**src/rtl/shift_pkg.sv**
```systemverilog
// rtl/shift_pkg.sv - shared types and helpers for the serial shift sequencer
package shift_pkg;

  typedef enum logic [1:0] {
    ST_IDLE  = 2'd0,
    ST_SHIFT = 2'd1,
    ST_GAP   = 2'd2
  } state_e;

  // Counter width for a count range of 0..n-1; never narrower than one bit.
  function automatic int cnt_width(input int n);
    return (n <= 2) ? 1 : $clog2(n);
  endfunction

endpackage

```
**src/rtl/piso_shift.sv**
```systemverilog
// rtl/piso_shift.sv - parallel-in serial-out shift register with registered head bit
import shift_pkg::*;

module piso_shift #(
  parameter int WIDTH     = 8,
  parameter int MSB_FIRST = 1
) (
  input  logic             clk,
  input  logic             rst,
  input  logic             load,
  input  logic             shift,
  input  logic [WIDTH-1:0] din,
  output logic             sout
);

  logic [WIDTH-1:0] shreg_q, shreg_d;

  // Load wins over shift so a back-to-back reload on the last bit is never lost.
  always_comb begin
    shreg_d = shreg_q;
    if (load) begin
      shreg_d = din;
    end else if (shift) begin
      if (MSB_FIRST != 0) shreg_d = {shreg_q[WIDTH-2:0], 1'b0};
      else                shreg_d = {1'b0, shreg_q[WIDTH-1:1]};
    end
  end

  always_ff @(posedge clk) begin
    if (rst) shreg_q <= '0;
    else     shreg_q <= shreg_d;
  end

  assign sout = (MSB_FIRST != 0) ? shreg_q[WIDTH-1] : shreg_q[0];

endmodule

```
**src/rtl/shift_seq_ctrl.sv**
```systemverilog
// rtl/shift_seq_ctrl.sv - word handshake, bit/gap sequencing and framed serial output
import shift_pkg::*;

module shift_seq_ctrl #(
  parameter int WIDTH     = 8,
  parameter int GAP       = 1,
  parameter int MSB_FIRST = 1
) (
  input  logic             clk,
  input  logic             rst,
  input  logic             in_valid,
  input  logic [WIDTH-1:0] in_data,
  output logic             in_ready,
  output logic             sout,
  output logic             sout_valid,
  output logic             frame_start,
  output logic             frame_end,
  output logic             busy
);

  localparam int BW = cnt_width(WIDTH);
  localparam int GW = cnt_width(GAP);
  localparam logic [BW-1:0] BIT_LAST = BW'(WIDTH - 1);
  localparam logic [GW-1:0] GAP_LAST = GW'((GAP > 0) ? GAP - 1 : 0);

  state_e        state_q, state_d;
  logic [BW-1:0] bit_cnt_q, bit_cnt_d;
  logic [GW-1:0] gap_cnt_q, gap_cnt_d;
  logic          sout_q, sout_d;
  logic          sout_valid_q, sout_valid_d;
  logic          frame_start_q, frame_start_d;
  logic          frame_end_q, frame_end_d;
  logic          load, shift, head_bit, last_bit, accept;

  piso_shift #(
    .WIDTH     (WIDTH),
    .MSB_FIRST (MSB_FIRST)
  ) u_piso (
    .clk   (clk),
    .rst   (rst),
    .load  (load),
    .shift (shift),
    .din   (in_data),
    .sout  (head_bit)
  );

  assign last_bit = (state_q == ST_SHIFT) && (bit_cnt_q == BIT_LAST);
  assign in_ready = !rst && ((state_q == ST_IDLE) || (last_bit && (GAP == 0)));
  assign accept   = in_valid && in_ready;
  assign busy     = (state_q != ST_IDLE);

  always_comb begin
    state_d   = state_q;
    bit_cnt_d = bit_cnt_q;
    gap_cnt_d = gap_cnt_q;
    load      = 1'b0;
    shift     = 1'b0;
    case (state_q)
      ST_IDLE: begin
        if (accept) begin
          load      = 1'b1;
          bit_cnt_d = '0;
          state_d   = ST_SHIFT;
        end
      end
      ST_SHIFT: begin
        shift = 1'b1;
        if (!last_bit) begin
          bit_cnt_d = bit_cnt_q + 1'b1;
        end else if (GAP > 0) begin
          gap_cnt_d = '0;
          state_d   = ST_GAP;
        end else if (accept) begin
          load      = 1'b1;
          bit_cnt_d = '0;
        end else begin
          state_d = ST_IDLE;
        end
      end
      ST_GAP: begin
        if (gap_cnt_q == GAP_LAST) state_d = ST_IDLE;
        else                       gap_cnt_d = gap_cnt_q + 1'b1;
      end
      default: state_d = ST_IDLE;
    endcase
  end

  // Outputs lag the state by one cycle so bit k shows the edge after it is at the head.
  always_comb begin
    sout_d        = (state_q == ST_SHIFT) && head_bit;
    sout_valid_d  = (state_q == ST_SHIFT);
    frame_start_d = (state_q == ST_SHIFT) && (bit_cnt_q == '0);
    frame_end_d   = last_bit;
  end

  always_ff @(posedge clk) begin
    if (rst) begin
      state_q       <= ST_IDLE;
      bit_cnt_q     <= '0;
      gap_cnt_q     <= '0;
      sout_q        <= 1'b0;
      sout_valid_q  <= 1'b0;
      frame_start_q <= 1'b0;
      frame_end_q   <= 1'b0;
    end else begin
      state_q       <= state_d;
      bit_cnt_q     <= bit_cnt_d;
      gap_cnt_q     <= gap_cnt_d;
      sout_q        <= sout_d;
      sout_valid_q  <= sout_valid_d;
      frame_start_q <= frame_start_d;
      frame_end_q   <= frame_end_d;
    end
  end

  assign sout        = sout_q;
  assign sout_valid  = sout_valid_q;
  assign frame_start = frame_start_q;
  assign frame_end   = frame_end_q;

endmodule

```
**config.mk**
```make
export PLATFORM = sky130hd
export DESIGN_NAME = shift_seq_ctrl
export DESIGN_NICKNAME = d
export VERILOG_FILES = /design/src/rtl/shift_pkg.sv /design/src/rtl/piso_shift.sv /design/src/rtl/shift_seq_ctrl.sv
export SDC_FILE = /design/constraint.sdc
export NUM_CORES = 1
export LEC_CHECK = 0
export BUFFER_PORTS_ARGS = -buffer_cell sky130_fd_sc_hd__buf_2
export CAP_MARGIN = 0
export CORE_ASPECT_RATIO = 1.2
export CORE_MARGIN = 4
export CORE_UTILIZATION = 40
export CTS_CLUSTER_DIAMETER = 30
export DETAILED_ROUTE_END_ITERATION = 7
export PLACE_DENSITY = 0.74
export SLEW_MARGIN = 20
export SYNTH_ARGS = -nofsm -noshare
export SYNTH_HDL_FRONTEND = slang
export SYNTH_HIERARCHICAL = 1
export SYNTH_SLANG_ARGS = --single-unit
```
**constraint.sdc**
```tcl
create_clock -name clk -period 1.7 [get_ports clk]
set_input_delay 0.17 -clock clk [delete_from_list [all_inputs] [get_ports clk]]
set_output_delay 0.17 -clock clk [all_outputs]
set_load 0.02 [all_outputs]
```
# After elaboration in Yosys (flattened, before gate mapping)
# Cells that the tools add are included.
# W data, S select, Z words.
[totals]
regBits = 18
input_bits = 11
[op_classes]
add_sub_neg = 2
eq_ne = 7
n_reduce_logical = 15
n_mux = 15
[op_table]
columns = ["cell", "n"]
rows = [
  ["$mux W8", 2],
  ["$reduce_bool A2 Y1", 4],
  ["$mux W2", 3],
  ["$mux W3", 2],
  ["$ne A2 B2 Y1 const B", 3],
  ["$pmux W2 S3", 1],
  ["$pmux W3 S2", 1],
  ["$reduce_and A3 Y1", 2],
  ["$logic_and A1 B1 Y1", 5],
  ["$mux W1", 5],
  ["$add A3 B1 Y3 const B", 1],
  ["$eq A3 B3 Y1 const B", 1],
  ["$logic_not A3 Y1", 1],
  ["$eq A2 B1 Y1 const B", 1],
  ["$eq A2 B2 Y1 const B", 1],
  ["$logic_not A2 Y1", 1],
  ["$ne A2 B1 Y1 const B", 1],
  ["$pmux W1 S2", 1],
  ["$reduce_and A2 Y1", 1],
  ["$add A1 B1 Y1 const B", 1],
  ["$logic_not A1 Y1", 1],
]

# Logic depth before layout (Yosys ltp)
[depth]
ltp_word = 6
depth_mapped = 5
depth_no_buf = 5

# Modules after synthesis
# Netlist, hierarchy kept.
[by_module_without_submodules]
columns = ["mod", "n_inst", "seq_area_each_um2", "area_per_inst_um2", "cells_per_inst"]
rows = [
  ["shift_seq_ctrl", 1, 180.2, 401.6, 42],
  ["piso_shift", 1, 160.2, 369.1, 35],
]

# Worst setup path before layout
# Ideal clock, no wire load.
[synth_timing]
path_kind = "register to register"
from = "register state_q[0]"
to = "register u_piso.shreg_q[1]"
path_slack_ns = 0.090
arrival_time_ns = 1.525
stages_incl_launch_ff = 5
required_time_ns = 1.614
path_cell_list = "dfxtp_1 > nor3_1 > and2_1 > inv_1 > a211oi_1"
[synth_via]
elab_chain_cells = 6
elab_cells_between_ends = 9
cone_classes = "eq/ne (1); mux (4); reduce/logical (4)"
[synth_rtl]
columns = ["element", "line", "text"]
rows = [
  ["from (decl)", "shift_seq_ctrl.sv:26", "state_e state_q, state_d;"],
  ["from (signal assigned)", "shift_seq_ctrl.sv:106", "state_q <= state_d;"],
  ["$logic_not A2 Y1 *", "shift_seq_ctrl.sv:48", "assign in_ready = !rst && ((state_q == ST_IDLE) || (last_bit && (GAP == 0)));"],
  ["$logic_and A1 B1 Y1 *", "shift_seq_ctrl.sv:48", ""],
  ["net in_ready", "shift_seq_ctrl.sv:13", "output logic in_ready,"],
  ["$logic_and A1 B1 Y1 *", "shift_seq_ctrl.sv:49", "assign accept = in_valid && in_ready;"],
  ["$mux W1 *", "shift_seq_ctrl.sv:60", "if (accept) begin"],
  ["$mux W1 *", "n/a", ""],
  ["net load", "shift_seq_ctrl.sv:33", "logic load, shift, head_bit, last_bit, accept;"],
  ["$mux W8 or $reduce_bool A2 Y1 (tied branches)", "n/a", ""],
  ["to (signal assigned)", "piso_shift.sv:31", "else shreg_q <= shreg_d;"],
  ["to (decl)", "piso_shift.sv:16", "logic [WIDTH-1:0] shreg_q, shreg_d;"],
]
# Mark *: on every way through the listed nets, which the timed path passes. The rest lies on a longest branch.
# A chain may end at the register's enable or synchronous reset.

# Final worst setup path
[layout_timing]
from = "register state_q[0]"
to = "register u_piso.shreg_q[4]"
[layout_via]
elab_chain_cells = 6
elab_cells_between_ends = 9
cone_classes = "eq/ne (1); mux (4); reduce/logical (4)"
[layout_rtl]
columns = ["element", "line"]
rows = [
  ["$logic_not A2 Y1 *", "shift_seq_ctrl.sv:48, shift_seq_ctrl.sv:58"],
  ["$logic_and A1 B1 Y1", "shift_seq_ctrl.sv:48"],
  ["$logic_and A1 B1 Y1", "shift_seq_ctrl.sv:49"],
  ["$mux W1", "shift_seq_ctrl.sv:60"],
  ["$mux W1 *", "n/a"],
  ["net load", "shift_seq_ctrl.sv:33"],
  ["$mux W8 or $reduce_bool A2 Y1 (tied branches)", "n/a"],
]
# Marked as above.

==> out/metrics.yaml <==
outcome:
  status: "finished clean"
pwr:
  p_leak_nw: 0.384
  p_seq_frac: 0.581
  peakVddDrop_mv: 0.437
  p_comb_frac: 0.131
  powerDensity_nw_per_um2: 846
  p_sw_mw: 0.191
  switching_share: 0.257
  p_int_mw: 0.551
  total_power_mw: 0.742
  clkPwrFrac: 0.288
route:
  vias_per_cell: 5.26
  drt_pass1_iterations: 2
  drc_errors: 0
  ant_nets: 0
  wl_per_cell_um: 13.2
  wirelength_um: 1510
  route.vias.total: 600
  drt-initial-drc-count: 16
critical_path:
  arrival_ns: 1.73
  worstPathRequired_ns: 1.90
  worstPathMaxFanout: 10
  crit_start: "state_q[0]"
  endpoint: "u_piso/shreg_q[4]"
  cp-start-kind: "flip-flop"
  timing.rr.start: "state_q[0]"
  rr_worst_depth: 4
  r2r-end: "u_piso/shreg_q[4]"
  critical_path_class: "flip-flop to flip-flop"
  regToRegSetupSlack_ns: 0.17
  end_kind: "flip-flop"
floorplanning:
  floorplan.initialDensity: 0.421
  coreArea_sq_um: 1830
  ios: 17
  die_h_um: 56.1
  rows: 17
  die_w_um: 48.1
  dieArea_sq_um: 2700
clock_tree:
  tritoncts: "yes"
  clock_latency_ns: 0.29
  h-tree-depth: 1
  cts_made_buffers: 3
  clkTransAtPathRegs_ns: 0.10
  cts_setup_buffers: 0
  clock_sinks: 17
  post_cts_resized: 0
  cts_hold_buf: 0
  cts_root_buf: "clkbuf_4"
  cts_buffer_depth: 2
global_routing:
  grt_max_degree: 15
  grt_use_total: 0.125
  gr-total-overflow: 0
  grt_pass1_vias: 602
  antenna_found_initial: 0
  grt_pass1_wl_um: 2500
final_layout:
  utilization: 0.479
  fin_nets: 110
  n_antenna_cell: 0
  fin_cells: 114
  final_layout_size_suffix_gt1_frac: 0.305
  area_growth_pct: 13.8
timing:
  setup_violations: 0
  fmax_mhz: 655
  maxSlewHeadroom: 0.819
  period_needed_ns: 1.53
  drv_slew: 0
  hold_viol_final: 0
  final.period_utilization: 0.898
  timing.setup.tns_ns: 0
  tightest_slew_ns: 0.272
  grt_setup_unrepaired: "false"
  skew_ns: 0.00917
hold_path:
  hp-class: "primary input to flip-flop"
synth:
  yosysWarnings: 6
  synth.cell_area_sq_um: 771
  ys_ff_latch: 17
  syn_nets: 91
  synthDistinctLibCells: 23
  syn_inst: 77
  yosysSeqAreaShare: 0.442
  syn-mean-instance-area_sq_um: 10.0
run:
  cap_violations: 0
place:
  dp_hpwl_um: 1130
  port_buffers: 16
  dpl.cell_count: 110
  place_congestion: 0.742
layer usage:
metal | track usage | up-vias | share of wire
met5 | 0 | - | 0
met3 | 0.0162 | 4 | 0.036
met4 | 0.0885 | 0 | 0.025
li1 | - | 307 | -
met2 | 0.183 | 11 | 0.47
met1 | 0.159 | 278 | 0.47
critical path: stages (launching register included):
cell and delay (ns):
dfxtp_1 0.37, nor3_1 0.27, and2_1 0.33, inv_1 0.20
a211oi_1 0.28
metrics by stage:
step | setup WS (ns) | area [sq um] | hold WS [ns]
after floorplan | 0.0898 | 771 | 0.239
after global placement | 0.360 | 850 | 0.431
after detailed placement | 0.241 | 850 | 0.434
after CTS | 0.211 | 877 | 0.116
after global routing | 0.0791 | 877 | 0.131
final | 0.173 | 877 | 0.120
final cells by class:
class,count,area [sq um]
fill,175,952
multi-input combinational,53,383
sequential,17,340
timing repair buffer,17,87.6
tap,19,23.8
clock buffer,3,22.5
inverter,4,15.0
clock inverter,1,5.00
cell usage in the layout (no fill, tap or decap), drive strengths merged, types with 2 or more instances in the layout:
cell type,n
nand3,4
inv,4
buf,17
mux2i,8
clkbuf,3
and2,2
nor2,2
nor2b,7
nand2,4
dfxtp,17
a21oi,2
ha,3
a31oi,3
a211oi,7
and3,4
nor3,2
synthesized netlist by cell type, drive strengths merged:
library cell	count	area, sq um
and2	2	15.0
mux2i	8	80.1
nor3	2	10.0
dfxtp	17	340
and3	4	30.0
nor2	2	10.0
a211oi	7	52.6
nor2b	7	43.8
clkdlybuf4s18	1	10.0
nand3	4	20.0
or3b	1	8.76
and2b	1	8.76
or2	1	6.26
a21oi	2	10.0
ha	3	37.5
and3b	1	8.76
o21bai	1	7.51
inv	4	15.0
nand2	4	15.0
buf	2	22.5
a31oi	3	18.8
power by group through the flow:
stage                     sequential, mW  clock, mW  combinational [mW]
after floorplan                    0.441          0              0.0680
final                              0.431      0.214              0.0973
after global routing               0.434      0.230               0.107
after detailed placement           0.441          0              0.0965
after global placement             0.439          0              0.0944
after CTS                          0.431      0.221              0.0976
worst min-delay path by stage:
stage	startpoint	to	slack, ns	depth (start not counted)
final	in_data[0]	u_piso/shreg_q[0]	0.12	3
after global routing	in_data[0]	u_piso/shreg_q[0]	0.13	3
after CTS	in_data[0]	u_piso/shreg_q[0]	0.12	3
after detailed placement	in_data[0]	u_piso/shreg_q[0]	0.43	3
after global placement	in_data[0]	u_piso/shreg_q[0]	0.43	3
after floorplan	rst	bit_cnt_q[0]	0.24	1
registers in the layout (all words and copies together), names as in the netlist:
name / count
frame_start: 1
state_q: 2
bit_cnt_q: 3
sout: 1
frame_end: 1
sout_valid: 1
u_piso/shreg_q: 8
cells by family (layout without fill, tap and decap cells):
kind of cell | Yosys count | in the layout | share of synthesized area
multiplexers | 8 | 8 | 0.104
adder cells (fa/ha/maj) | 3 | 3 | 0.0487
buffers and inverters | 7 | 25 | 0.0617
AND/OR/NAND/NOR | 29 | 29 | 0.229
flip-flops | 17 | 17 | 0.442
AO/OA/AOI/OAI | 13 | 13 | 0.115
(Power assumes the default switching activity.)
